**src/rtl/mips_ctrl_pkg.sv**
```systemverilog
// ---------------------------------------------------------------------------
// mips_ctrl_pkg
//   Shared encodings for the multi-cycle MIPS control path:
//     - state_t      : control FSM states
//     - alu_class_t  : what kind of ALU use the current state makes; this
//                      selects the decoding done by alu_decoder
//     - opcode / funct constants for the supported instruction subset
//     - alu_ctrl codes, ALU B-source and PC-source encodings
//     - decode_next(): DECODE dispatch from opcode to the first execute state
// ---------------------------------------------------------------------------
package mips_ctrl_pkg;

    typedef enum logic [3:0] {
        S_RESET = 4'd0,
        FETCH,
        DECODE,
        MEMADR,
        MEMRD,
        MEMWB,
        MEMWR,
        EXEC_R,
        ALUWB,
        EXEC_I,
        IWB,
        BRANCH,
        JUMP
    } state_t;

    // ALU usage class of the current state.
    typedef enum logic [2:0] {
        CLS_NONE,    // ALU unused: alu_ctrl 000, ext_op 0
        CLS_FETCH,   // PC + 4
        CLS_ADDR,    // address / branch-target add with sign-extended imm
        CLS_RTYPE,   // operation taken from funct
        CLS_ITYPE,   // operation taken from opcode
        CLS_BRANCH   // compare by subtraction
    } alu_class_t;

    // Opcodes (instr[31:26])
    localparam logic [5:0] OP_RTYPE = 6'b000000;
    localparam logic [5:0] OP_J     = 6'b000010;
    localparam logic [5:0] OP_BEQ   = 6'b000100;
    localparam logic [5:0] OP_BNE   = 6'b000101;
    localparam logic [5:0] OP_ADDI  = 6'b001000;
    localparam logic [5:0] OP_SLTI  = 6'b001010;
    localparam logic [5:0] OP_ANDI  = 6'b001100;
    localparam logic [5:0] OP_ORI   = 6'b001101;
    localparam logic [5:0] OP_LW    = 6'b100011;
    localparam logic [5:0] OP_SW    = 6'b101011;

    // R-type funct codes (instr[5:0])
    localparam logic [5:0] FN_ADD = 6'b100000;
    localparam logic [5:0] FN_SUB = 6'b100010;
    localparam logic [5:0] FN_AND = 6'b100100;
    localparam logic [5:0] FN_OR  = 6'b100101;
    localparam logic [5:0] FN_SLT = 6'b101010;

    // ALU operation codes
    localparam logic [2:0] ALU_AND = 3'b000;
    localparam logic [2:0] ALU_OR  = 3'b001;
    localparam logic [2:0] ALU_ADD = 3'b010;
    localparam logic [2:0] ALU_SUB = 3'b110;
    localparam logic [2:0] ALU_SLT = 3'b111;

    // ALU B-operand select
    localparam logic [1:0] SRCB_REG     = 2'b00;
    localparam logic [1:0] SRCB_FOUR    = 2'b01;
    localparam logic [1:0] SRCB_IMM     = 2'b10;
    localparam logic [1:0] SRCB_IMM_SH2 = 2'b11;

    // PC source select
    localparam logic [1:0] PCSRC_ALU    = 2'b00;
    localparam logic [1:0] PCSRC_ALUOUT = 2'b01;
    localparam logic [1:0] PCSRC_JUMP   = 2'b10;

    // First state after DECODE. Unsupported opcodes return to FETCH; the
    // controller flags them as illegal in the same DECODE cycle.
    function automatic state_t decode_next(input logic [5:0] op);
        state_t nxt;
        case (op)
            OP_RTYPE:                          nxt = EXEC_R;
            OP_LW, OP_SW:                      nxt = MEMADR;
            OP_BEQ, OP_BNE:                    nxt = BRANCH;
            OP_ADDI, OP_SLTI, OP_ANDI, OP_ORI: nxt = EXEC_I;
            OP_J:                              nxt = JUMP;
            default:                           nxt = FETCH;
        endcase
        return nxt;
    endfunction

    function automatic logic is_legal_opcode(input logic [5:0] op);
        return decode_next(op) != FETCH;
    endfunction

endpackage

```
**src/rtl/alu_decoder.sv**
```systemverilog
// ---------------------------------------------------------------------------
// alu_decoder
//   Purely combinational ALU control decode.
//   Ports:
//     cls           in   ALU usage class of the current FSM state
//     opcode        in   instr[31:26]
//     funct         in   instr[5:0]
//     alu_ctrl      out  ALU operation (010 add, 110 sub, 000 and, 001 or,
//                        111 slt)
//     ext_op        out  immediate extender mode, 1 = sign, 0 = zero
//     funct_illegal out  high when cls is R-type and funct is unsupported
// ---------------------------------------------------------------------------
module alu_decoder
    import mips_ctrl_pkg::*;
(
    input  alu_class_t  cls,
    input  logic [5:0]  opcode,
    input  logic [5:0]  funct,
    output logic [2:0]  alu_ctrl,
    output logic        ext_op,
    output logic        funct_illegal
);

    always_comb begin
        alu_ctrl      = ALU_AND;
        ext_op        = 1'b0;
        funct_illegal = 1'b0;

        case (cls)
            CLS_FETCH: begin
                alu_ctrl = ALU_ADD;
            end

            CLS_ADDR: begin
                alu_ctrl = ALU_ADD;
                ext_op   = 1'b1;
            end

            CLS_BRANCH: begin
                alu_ctrl = ALU_SUB;
                ext_op   = 1'b1;
            end

            CLS_RTYPE: begin
                case (funct)
                    FN_ADD:  alu_ctrl = ALU_ADD;
                    FN_SUB:  alu_ctrl = ALU_SUB;
                    FN_AND:  alu_ctrl = ALU_AND;
                    FN_OR:   alu_ctrl = ALU_OR;
                    FN_SLT:  alu_ctrl = ALU_SLT;
                    default: funct_illegal = 1'b1;
                endcase
            end

            CLS_ITYPE: begin
                // Logical immediates are zero-extended, arithmetic and
                // compare immediates are sign-extended.
                case (opcode)
                    OP_ADDI: begin
                        alu_ctrl = ALU_ADD;
                        ext_op   = 1'b1;
                    end
                    OP_SLTI: begin
                        alu_ctrl = ALU_SLT;
                        ext_op   = 1'b1;
                    end
                    OP_ANDI: begin
                        alu_ctrl = ALU_AND;
                        ext_op   = 1'b0;
                    end
                    OP_ORI: begin
                        alu_ctrl = ALU_OR;
                        ext_op   = 1'b0;
                    end
                    default: begin
                        // Not reachable: only I-type ALU opcodes enter EXEC_I.
                        alu_ctrl = ALU_ADD;
                        ext_op   = 1'b1;
                    end
                endcase
            end

            default: begin
            end
        endcase
    end

endmodule

```
**src/rtl/multicycle_controller.sv**
```systemverilog
// ---------------------------------------------------------------------------
// multicycle_controller
//   Moore-style control FSM for the multi-cycle MIPS datapath. Sequences
//   FETCH / DECODE / execute / memory / writeback and drives every datapath
//   enable and select. The state register is the only flop; outputs are
//   decoded combinationally from state, opcode, funct, zero and (in the
//   memory states) mem_ready.
//
//   Memory handshake: mem_req is held high in FETCH, MEMRD and MEMWR until
//   the cycle in which mem_ready is high; that cycle completes the access and
//   the FSM advances. mem_ready is ignored in every other state.
//
//   Ports:
//     clk, rst_n     clock (rising edge), asynchronous active-low reset
//     opcode, funct  instruction fields from the IR
//     zero           ALU zero flag (branch resolution)
//     mem_ready      memory access completes this cycle
//     mem_req, iord, mem_write        memory request / address sel / store
//     ir_write, pc_en, pc_src         IR load, PC load, PC source
//     reg_dst, mem_to_reg, reg_write  register-file write controls
//     alu_src_a, alu_src_b, alu_ctrl  ALU operand selects and operation
//     ext_op         immediate extender mode (1 = sign, 0 = zero)
//     instr_done     pulse on the last cycle of every instruction
//     illegal_op     pulse when an unsupported opcode/funct is decoded
// ---------------------------------------------------------------------------
module multicycle_controller
    import mips_ctrl_pkg::*;
(
    input  logic       clk,
    input  logic       rst_n,
    input  logic [5:0] opcode,
    input  logic [5:0] funct,
    input  logic       zero,
    input  logic       mem_ready,
    output logic       mem_req,
    output logic       iord,
    output logic       mem_write,
    output logic       ir_write,
    output logic       pc_en,
    output logic [1:0] pc_src,
    output logic       reg_dst,
    output logic       mem_to_reg,
    output logic       reg_write,
    output logic       alu_src_a,
    output logic [1:0] alu_src_b,
    output logic [2:0] alu_ctrl,
    output logic       ext_op,
    output logic       instr_done,
    output logic       illegal_op
);

    state_t     state;
    alu_class_t alu_cls;
    logic       funct_illegal;

    alu_decoder u_alu_decoder (
        .cls           (alu_cls),
        .opcode        (opcode),
        .funct         (funct),
        .alu_ctrl      (alu_ctrl),
        .ext_op        (ext_op),
        .funct_illegal (funct_illegal)
    );

    // -----------------------------------------------------------------------
    // State register and transitions. Reset is asynchronous, so asserting
    // rst_n mid-instruction forces S_RESET at once and every output drops
    // to zero in the same cycle.
    // -----------------------------------------------------------------------
    always_ff @(posedge clk or negedge rst_n) begin
        if (!rst_n) begin
            state <= S_RESET;
        end else begin
            case (state)
                S_RESET: state <= FETCH;
                FETCH:   if (mem_ready) state <= DECODE;
                DECODE:  state <= decode_next(opcode);
                MEMADR:  state <= (opcode == OP_LW) ? MEMRD : MEMWR;
                MEMRD:   if (mem_ready) state <= MEMWB;
                MEMWR:   if (mem_ready) state <= FETCH;
                // funct_illegal is meaningful here because EXEC_R selects
                // the R-type decode class.
                EXEC_R:  state <= funct_illegal ? FETCH : ALUWB;
                EXEC_I:  state <= IWB;
                MEMWB,
                ALUWB,
                IWB,
                BRANCH,
                JUMP:    state <= FETCH;
                default: state <= S_RESET;
            endcase
        end
    end

    // -----------------------------------------------------------------------
    // Output decode. Everything not set by a state stays 0.
    // -----------------------------------------------------------------------
    always_comb begin
        mem_req    = 1'b0;
        iord       = 1'b0;
        mem_write  = 1'b0;
        ir_write   = 1'b0;
        pc_en      = 1'b0;
        pc_src     = PCSRC_ALU;
        reg_dst    = 1'b0;
        mem_to_reg = 1'b0;
        reg_write  = 1'b0;
        alu_src_a  = 1'b0;
        alu_src_b  = SRCB_REG;
        instr_done = 1'b0;
        illegal_op = 1'b0;
        alu_cls    = CLS_NONE;

        case (state)
            FETCH: begin
                mem_req   = 1'b1;
                alu_src_b = SRCB_FOUR;
                alu_cls   = CLS_FETCH;
                // IR and PC (PC + 4) load only on the completing cycle.
                ir_write  = mem_ready;
                pc_en     = mem_ready;
            end

            DECODE: begin
                // Precompute the branch target PC + (simm << 2) in ALUOut.
                alu_src_b = SRCB_IMM_SH2;
                alu_cls   = CLS_ADDR;
                if (!is_legal_opcode(opcode)) begin
                    illegal_op = 1'b1;
                    instr_done = 1'b1;
                end
            end

            MEMADR: begin
                alu_src_a = 1'b1;
                alu_src_b = SRCB_IMM;
                alu_cls   = CLS_ADDR;
            end

            MEMRD: begin
                mem_req = 1'b1;
                iord    = 1'b1;
            end

            MEMWB: begin
                reg_write  = 1'b1;
                mem_to_reg = 1'b1;
                instr_done = 1'b1;
            end

            MEMWR: begin
                mem_req    = 1'b1;
                mem_write  = 1'b1;
                iord       = 1'b1;
                instr_done = mem_ready;
            end

            EXEC_R: begin
                alu_src_a = 1'b1;
                alu_src_b = SRCB_REG;
                alu_cls   = CLS_RTYPE;
                if (funct_illegal) begin
                    illegal_op = 1'b1;
                    instr_done = 1'b1;
                end
            end

            ALUWB: begin
                reg_write  = 1'b1;
                reg_dst    = 1'b1;
                instr_done = 1'b1;
            end

            EXEC_I: begin
                alu_src_a = 1'b1;
                alu_src_b = SRCB_IMM;
                alu_cls   = CLS_ITYPE;
            end

            IWB: begin
                // alu_ctrl / ext_op stay at their EXEC_I values.
                reg_write  = 1'b1;
                alu_cls    = CLS_ITYPE;
                instr_done = 1'b1;
            end

            BRANCH: begin
                alu_src_a  = 1'b1;
                alu_src_b  = SRCB_REG;
                alu_cls    = CLS_BRANCH;
                pc_src     = PCSRC_ALUOUT;
                pc_en      = (opcode == OP_BNE) ? !zero : zero;
                instr_done = 1'b1;
            end

            JUMP: begin
                pc_src     = PCSRC_JUMP;
                pc_en      = 1'b1;
                instr_done = 1'b1;
            end

            default: begin
            end
        endcase
    end

endmodule
```
**config.mk**
```make
export PLATFORM = sky130hd
export DESIGN_NAME = multicycle_controller
export DESIGN_NICKNAME = d
export VERILOG_FILES = /design/src/rtl/mips_ctrl_pkg.sv /design/src/rtl/alu_decoder.sv /design/src/rtl/multicycle_controller.sv
export SDC_FILE = /design/constraint.sdc
export NUM_CORES = 1
export LEC_CHECK = 0
export CELL_PAD_IN_SITES_DETAIL_PLACEMENT = 1
export CELL_PAD_IN_SITES_GLOBAL_PLACEMENT = 2
export CORE_MARGIN = 3
export CORE_UTILIZATION = 20
export CTS_CLUSTER_DIAMETER = 60
export DETAILED_ROUTE_END_ITERATION = 6
export HOLD_SLACK_MARGIN = 0.05
export MAX_ROUTING_LAYER = met4
export PLACE_DENSITY_LB_ADDON = 0.2
export SYNTH_ARGS = -nofsm -noshare
export SYNTH_HDL_FRONTEND = slang
export SYNTH_SLANG_ARGS = --single-unit
```
**constraint.sdc**
```tcl
create_clock -name clk -period 1.8 [get_ports clk]
set_input_delay 0.36 -clock clk [delete_from_list [all_inputs] [get_ports clk]]
set_output_delay 0.36 -clock clk [all_outputs]
set_load 0.05 [all_outputs]
```
### After elaboration in Yosys (flattened, before gate mapping)

Index checks and enable logic that the tools add are counted.

| cells by class | value |
|---|---|
| equality and inequality tests | 35 |
| mux-type cells | 32 |
| reductions and logical operators | 20 |

Operators with widths:

| cell | number |
|---|---|
| $eq 6x6->1 const B | 7 |
| $pmux 4 s8 | 1 |
| $eq 6x4->1 const B | 4 |
| $pmux 3 s4 | 2 |
| $eq 4x4->1 const B | 5 |
| $mux 4 | 5 |
| $pmux 4 s5 | 1 |
| $reduce_or 2->1 | 9 |
| $eq 4x3->1 const B | 4 |
| $pmux 3 s5 | 1 |
| $mux 1 | 14 |
| $eq 6x3->1 const B | 2 |
| $reduce_or 5->1 | 2 |
| $pmux 3 s3 | 1 |
| $eq 4x2->1 const B | 2 |
| $reduce_or 4->1 | 2 |
| $eq 3x2->1 const B | 2 |
| $eq 3x3->1 const B | 2 |
| $eq 6x2->1 const B | 1 |
| $logic_not 6->1 | 1 |
| $ne 2x2->1 const B | 3 |
| $pmux 2 s3 | 1 |
| $reduce_or 3->1 | 2 |
| $reduce_or 6->1 | 1 |
| 11 further kinds | 12 |

| storage, ports and cells | value |
|---|---|
| register bits | 4 |
| bits of input ports | 16 |

### Logic depth before layout (Yosys ltp)

| logic depth | value |
|---|---|
| depth in word-level cells | 7 |
| mapped depth | 5 |
| mapped depth without buffers | 4 |

### Hierarchy

From an unflattened synthesis, not the netlist that was laid out.

| unflattened totals | value |
|---|---|
| cell total of the unflattened synthesis | 116 |
| area, all modules | 768.2 µm² |

By module, submodules not included:

| module | instances | cells an instance | area an instance (µm²) | seq. area each (µm²) |
|---|---|---|---|---|
| multicycle_controller | 1 | 87 | 579.3 | 100.1 |
| alu_decoder | 1 | 29 | 188.9 | 0.0 |

### Worst setup path after synthesis

OpenSTA, ideal clock, no wires.

| timing | value |
|---|---|
| path kind | reg2out |
| start | register state[1] |
| end | output ir_write |
| data arrival time | 2,239 ps |
| required time | 1,440 ps |
| path slack | -799 ps |
| stages on the path, launching flop included | 4 |
| cell sequence | dfrtp_1 > buf_4 > or2b_1 > nor4_1 |

| between the ends | value |
|---|---|
| cells in the longest elaborated chain, start to end | 2 |

RTL lines:

| item | RTL line | RTL |
|---|---|---|
| from (decl) | multicycle_controller.sv:52 | `state_t state;` |
| from (signal assigned) | multicycle_controller.sv:77 | `DECODE: state <= decode_next(opcode);` |
| from (signal assigned) | multicycle_controller.sv:78 | `MEMADR: state <= (opcode == OP_LW) ? MEMRD : MEMWR;` |
| from (signal assigned) | multicycle_controller.sv:83 | `EXEC_R: state <= funct_illegal ? FETCH : ALUWB;` |
| $eq 4x1->1 | multicycle_controller.sv:114 | `case (state)` |
| $mux 1 | multicycle_controller.sv:114 |  |
| to (decl) | multicycle_controller.sv:38 | `output logic ir_write,` |

No other way between the ends.

### Final worst setup path

| timing | value |
|---|---|
| start | register state[2] |
| end | output instr_done |

| between the ends | value |
|---|---|
| cells in the longest elaborated chain, start to end | 7 |
| elaborated cells between the ends (all ways) | 19 |

RTL lines:

| item | RTL line | RTL |
|---|---|---|
| $eq 4x4->1 or $eq 4x2->1 (tied branches) | multicycle_controller.sv:114 |  |
| $reduce_or 2->1 (no source line) | -- |  |
| $pmux 3 s5 | multicycle_controller.sv:114 |  |
| $eq 3x2->1 | alu_decoder.sv:29 | `case (cls)` |
| $mux 1 | alu_decoder.sv:29 |  |
| $mux 1 | multicycle_controller.sv:162 | `if (funct_illegal) begin` |
| $pmux 1 s4 * | multicycle_controller.sv:114 |  |
| to (decl) | multicycle_controller.sv:48 | `output logic instr_done,` |

Every way passes the cells marked *; elsewhere a longest branch is shown, timed or not.

==> run summary <==
The flow ran to the end, but the final reports show violations. The checks that failed: negative setup slack. Clock latency on the worst-skew pair, taken at its later pin, is about 220 ps. The die footprint came out at around 4600 µm². The TritonCTS clock tree is done. The unique cell type count in the Yosys netlist came out at 44.

The via count of the first global-routing pass came to between 1000 and 1500. The fraction of final layout cells with drive strength greater than 1 is 0.723. Entering global routing, the biggest net connects 15 pins. From synthesis to final layout, the design area changed by 204%. The count of placed standard cells in the final layout, fillers left out is roughly 250. The number of placed instances with taps included is 224. The final global-route overflow total came out at 0. The post-layout net count came out at about 220. Counting every instance in the synthesized netlist gives 113. The smallest setup slack after layout is -301 ps.

Dividing total power by cell area gives a power density of between 1500 and 2000 nW/µm². For this design the top-level I/O count stands at 35. The post-route DRC violation count is 0. The slack of the worst reg-to-reg path is roughly 200 ps. Clock-pin slew was measured on the worst setup and hold paths at 30 ps. In this run the top signal layer used is met4.

Measured along the y axis, the die boundary spans between 60 and 70 µm. The final number of hold-violating endpoints is 0. Along the worst path, the maximum fanout reaches 2. The post-route fraction of the period consumed by the critical path came out at 1.17. The number of cells on the worst reg-to-reg path came out at 8. The number of max-cap violations came out at 0. The initial antenna violation count came out at 0. Port buffering added 34 buffers.

In the synthesized netlist the dominant register cell turns out to be sky130_fd_sc_hd__dfrtp_1. Counting the buffers created by CTS gives 3. The first global-routing pass estimated around 7.3 mm of wire. The number of vias after detailed routing is 1289. The via-per-instance ratio is slightly above 5. Prior to clock tree synthesis, the placed netlist has a worst setup slack of -560 ps. The required time at the endpoint of the critical path is 1440 ps. The min-delay analysis places its worst path in the category primary input to asynchronous set/reset pin.

The register with the most flip-flops in the layout has 4 of them. The detailed route wirelength on metal2 came out at slightly below 3 mm. The post-route clock skew came out at 1.52 ps. The worst-case clock buffer depth is 2. The post-synthesis sequential area ratio is 0.132.

The commonest cells after synthesis are sky130_fd_sc_hd__nor2_1 (16), sky130_fd_sc_hd__nand2b_1 (8), sky130_fd_sc_hd__nor3_1 (8). The capturing element type of the critical path is an output port. The transition at the pin with the smallest max-transition slack came out at 323 ps. Setup violations remaining at the end of the flow were counted as 15. For this block, the initial DRC count from the detailed router was 59. The leakage power figure came out at around 0.96 nW. Once detailed placement completed, the half-perimeter wirelength came to between 2 and 3 mm.

The count of pins over their slew limit is 0. Across the VDD grid, the largest voltage drop is around 0.0011 V. In this run the standard cell core region covers about 3500 µm². By startpoint and endpoint, the worst setup path is classified as register to output port. The register with the most flip-flops in the final layout is state.

The async set or reset register ratio after synthesis is 1.00. In this run the remaining antenna-violating nets after routing total 0. The top cell type's share of synthesized area is 0.132. In this run the tightest slew margin relative to its limit is 0.784. After detailed routing, the total wire length is 5.00 mm.

The summed negative setup slack over all endpoints is -2760 ps. The initialized floorplan defines 21 standard-cell rows. The final period demand of the worst path came out at 2100 ps. The core occupancy in the finished layout is 0.662. The pre-antenna-repair detailed-routing pass consisted of 4 iterations. The tightest hold margin came out at approximately 350 ps. The number of antenna repair diodes is 0. The worst register-to-register path ends at state[0]$_DFFE_PN0P_. The number of fillers in the final layout is roughly 380. After synthesis, the cell types taking the most area are sky130_fd_sc_hd__dfrtp_1 (13%), sky130_fd_sc_hd__nor2_1 (7.9%), sky130_fd_sc_hd__nand2b_1 (6.6%). The synthesis warning total came out at 0. The mean area per synthesized cell came out at about 6.7 µm².

In this run the clock root is driven by a sky130_fd_sc_hd__clkbuf_8. The synthesized design spends more area on one cell type than any other, namely sky130_fd_sc_hd__dfrtp_1. In the global route stage, overall resource usage came out at 0.224. The register bit total from synthesis came out at 4. The fmax is ~480 MHz.

The net count of the mapped netlist is ~130. The kind of launch point of the worst setup path is a register. The horizontal extent of the die is around 68 µm. In the final routed layout, each cell accounts on average for slightly below 20 µm. The length of routed met3 wiring came out at 168 µm. Routability-driven placement finished with a final weighted congestion of 0.814. The detailed router put a total of around 1.8 mm of wire on met1. The worst path arrival time is 1740 ps. The largest registers in the layout are state x4. The number of H-tree levels came out at 1.

The tree built by TritonCTS fans out to 4 sinks. The starting utilization of the core area is 0.218. The netlist area before placement came out at roughly 760 µm². The number of enable-type register cells in the synthesized netlist came out at 0. The most numerous cell in the Yosys netlist is sky130_fd_sc_hd__nor2_1. Setup repair after global routing could not meet its margin everywhere. The startpoint identified for the worst register-to-register timing path is state[1]$_DFFE_PN0P_.
layer usage:
layer | up-vias | GRT usage
met2 | 38 | 0.451
met4 | 0 | 0.0658
li1 | 615 | -
met1 | 624 | 0.224
met5 | - | -
met3 | 12 | 0.0166
repair_timing:
item	CTS	global route
hold buffers	0	0
resized for setup	83	39
pin swaps	19	16
setup endpoints to repair	17	19
gates cloned	0	0
setup buffers	14	12
critical path, cell delays in order (launching register included):
cell and delay (ps):
sky130_fd_sc_hd__dfrtp_1 380, sky130_fd_sc_hd__or4b_4 570, sky130_fd_sc_hd__a31oi_4 180, sky130_fd_sc_hd__o21ai_4 100, sky130_fd_sc_hd__o311ai_4 110, sky130_fd_sc_hd__buf_12 180
where the power goes:
group / switching (mW) / leakage (nW) / internal [mW] / total (mW)
clock network: 0.0527 / 0.0216 / 0.143 / 0.196
registers: 0.0287 / 0.0490 / 0.125 / 0.154
logic: 1.66 / 0.887 / 1.62 / 3.28
cell families (layout without fill, tap and decap cells):
group | after synthesis | after routing | synth area share
and+or+nand+nor | 56 | 56 | 0.410
AOI/OAI and AO/OA | 36 | 36 | 0.327
buffers and inverters | 12 | 105 | 0.0674
DFF | 4 | 4 | 0.132
adders and majority gates | 2 | 2 | 0.0263
muxes | 2 | 2 | 0.0263
xor gates and xnor gates | 1 | 1 | 0.0115
how the worst max path moves through the flow:
stage                    startpoint           to  slack, ps
4_1_cts        state[1]$_DFFE_PN0P_   instr_done       -280
3_3_place_gp              opcode[5]  alu_ctrl[2]       -510
3_5_place_dp              opcode[5]  alu_ctrl[2]       -560
5_1_grt                   mem_ready   instr_done       -380
6_report       state[2]$_DFFE_PN0P_   instr_done       -300
2_1_floorplan  state[1]$_DFFE_PN0P_     ir_write       -210
cells in the final DEF, fill, tap and decap left out, types with 3 or more instances in the layout:
cell and count:
sky130_fd_sc_hd__a21oi_1 3, sky130_fd_sc_hd__a21oi_2 3, sky130_fd_sc_hd__buf_12 19, sky130_fd_sc_hd__buf_4 45, sky130_fd_sc_hd__buf_6 16, sky130_fd_sc_hd__clkbuf_8 3, sky130_fd_sc_hd__clkdlybuf4s50_1 3, sky130_fd_sc_hd__dfrtp_1 3
sky130_fd_sc_hd__dlygate4sd2_1 5, sky130_fd_sc_hd__inv_1 4, sky130_fd_sc_hd__nand2_1 3, sky130_fd_sc_hd__nand2b_1 3, sky130_fd_sc_hd__nand2b_4 5, sky130_fd_sc_hd__nor2_1 7, sky130_fd_sc_hd__nor2_2 4, sky130_fd_sc_hd__nor2_4 5
sky130_fd_sc_hd__nor2b_4 4, sky130_fd_sc_hd__nor3_1 4, sky130_fd_sc_hd__nor3_4 3, sky130_fd_sc_hd__o22ai_4 5
metrics by stage:
stage	area [µm²]	power (mW)
floorplan	862	1.40
global placement	1690	2.49
detailed placement	1690	2.51
CTS	2080	3.17
global route	2310	3.79
finish	2310	3.63
cell type report:
type / count / area, µm² / area share
clock buffer: 3 / 41.3 / 0.0179
inverter: 5 / 18.8 / 0.00812
multi-input combinational: 97 / 1040 / 0.450
sequential: 4 / 101 / 0.0438
tap: 46 / 57.6 / 0.0249
timing repair buffer: 97 / 1050 / 0.456
Power figures use the tool's default switching activity.
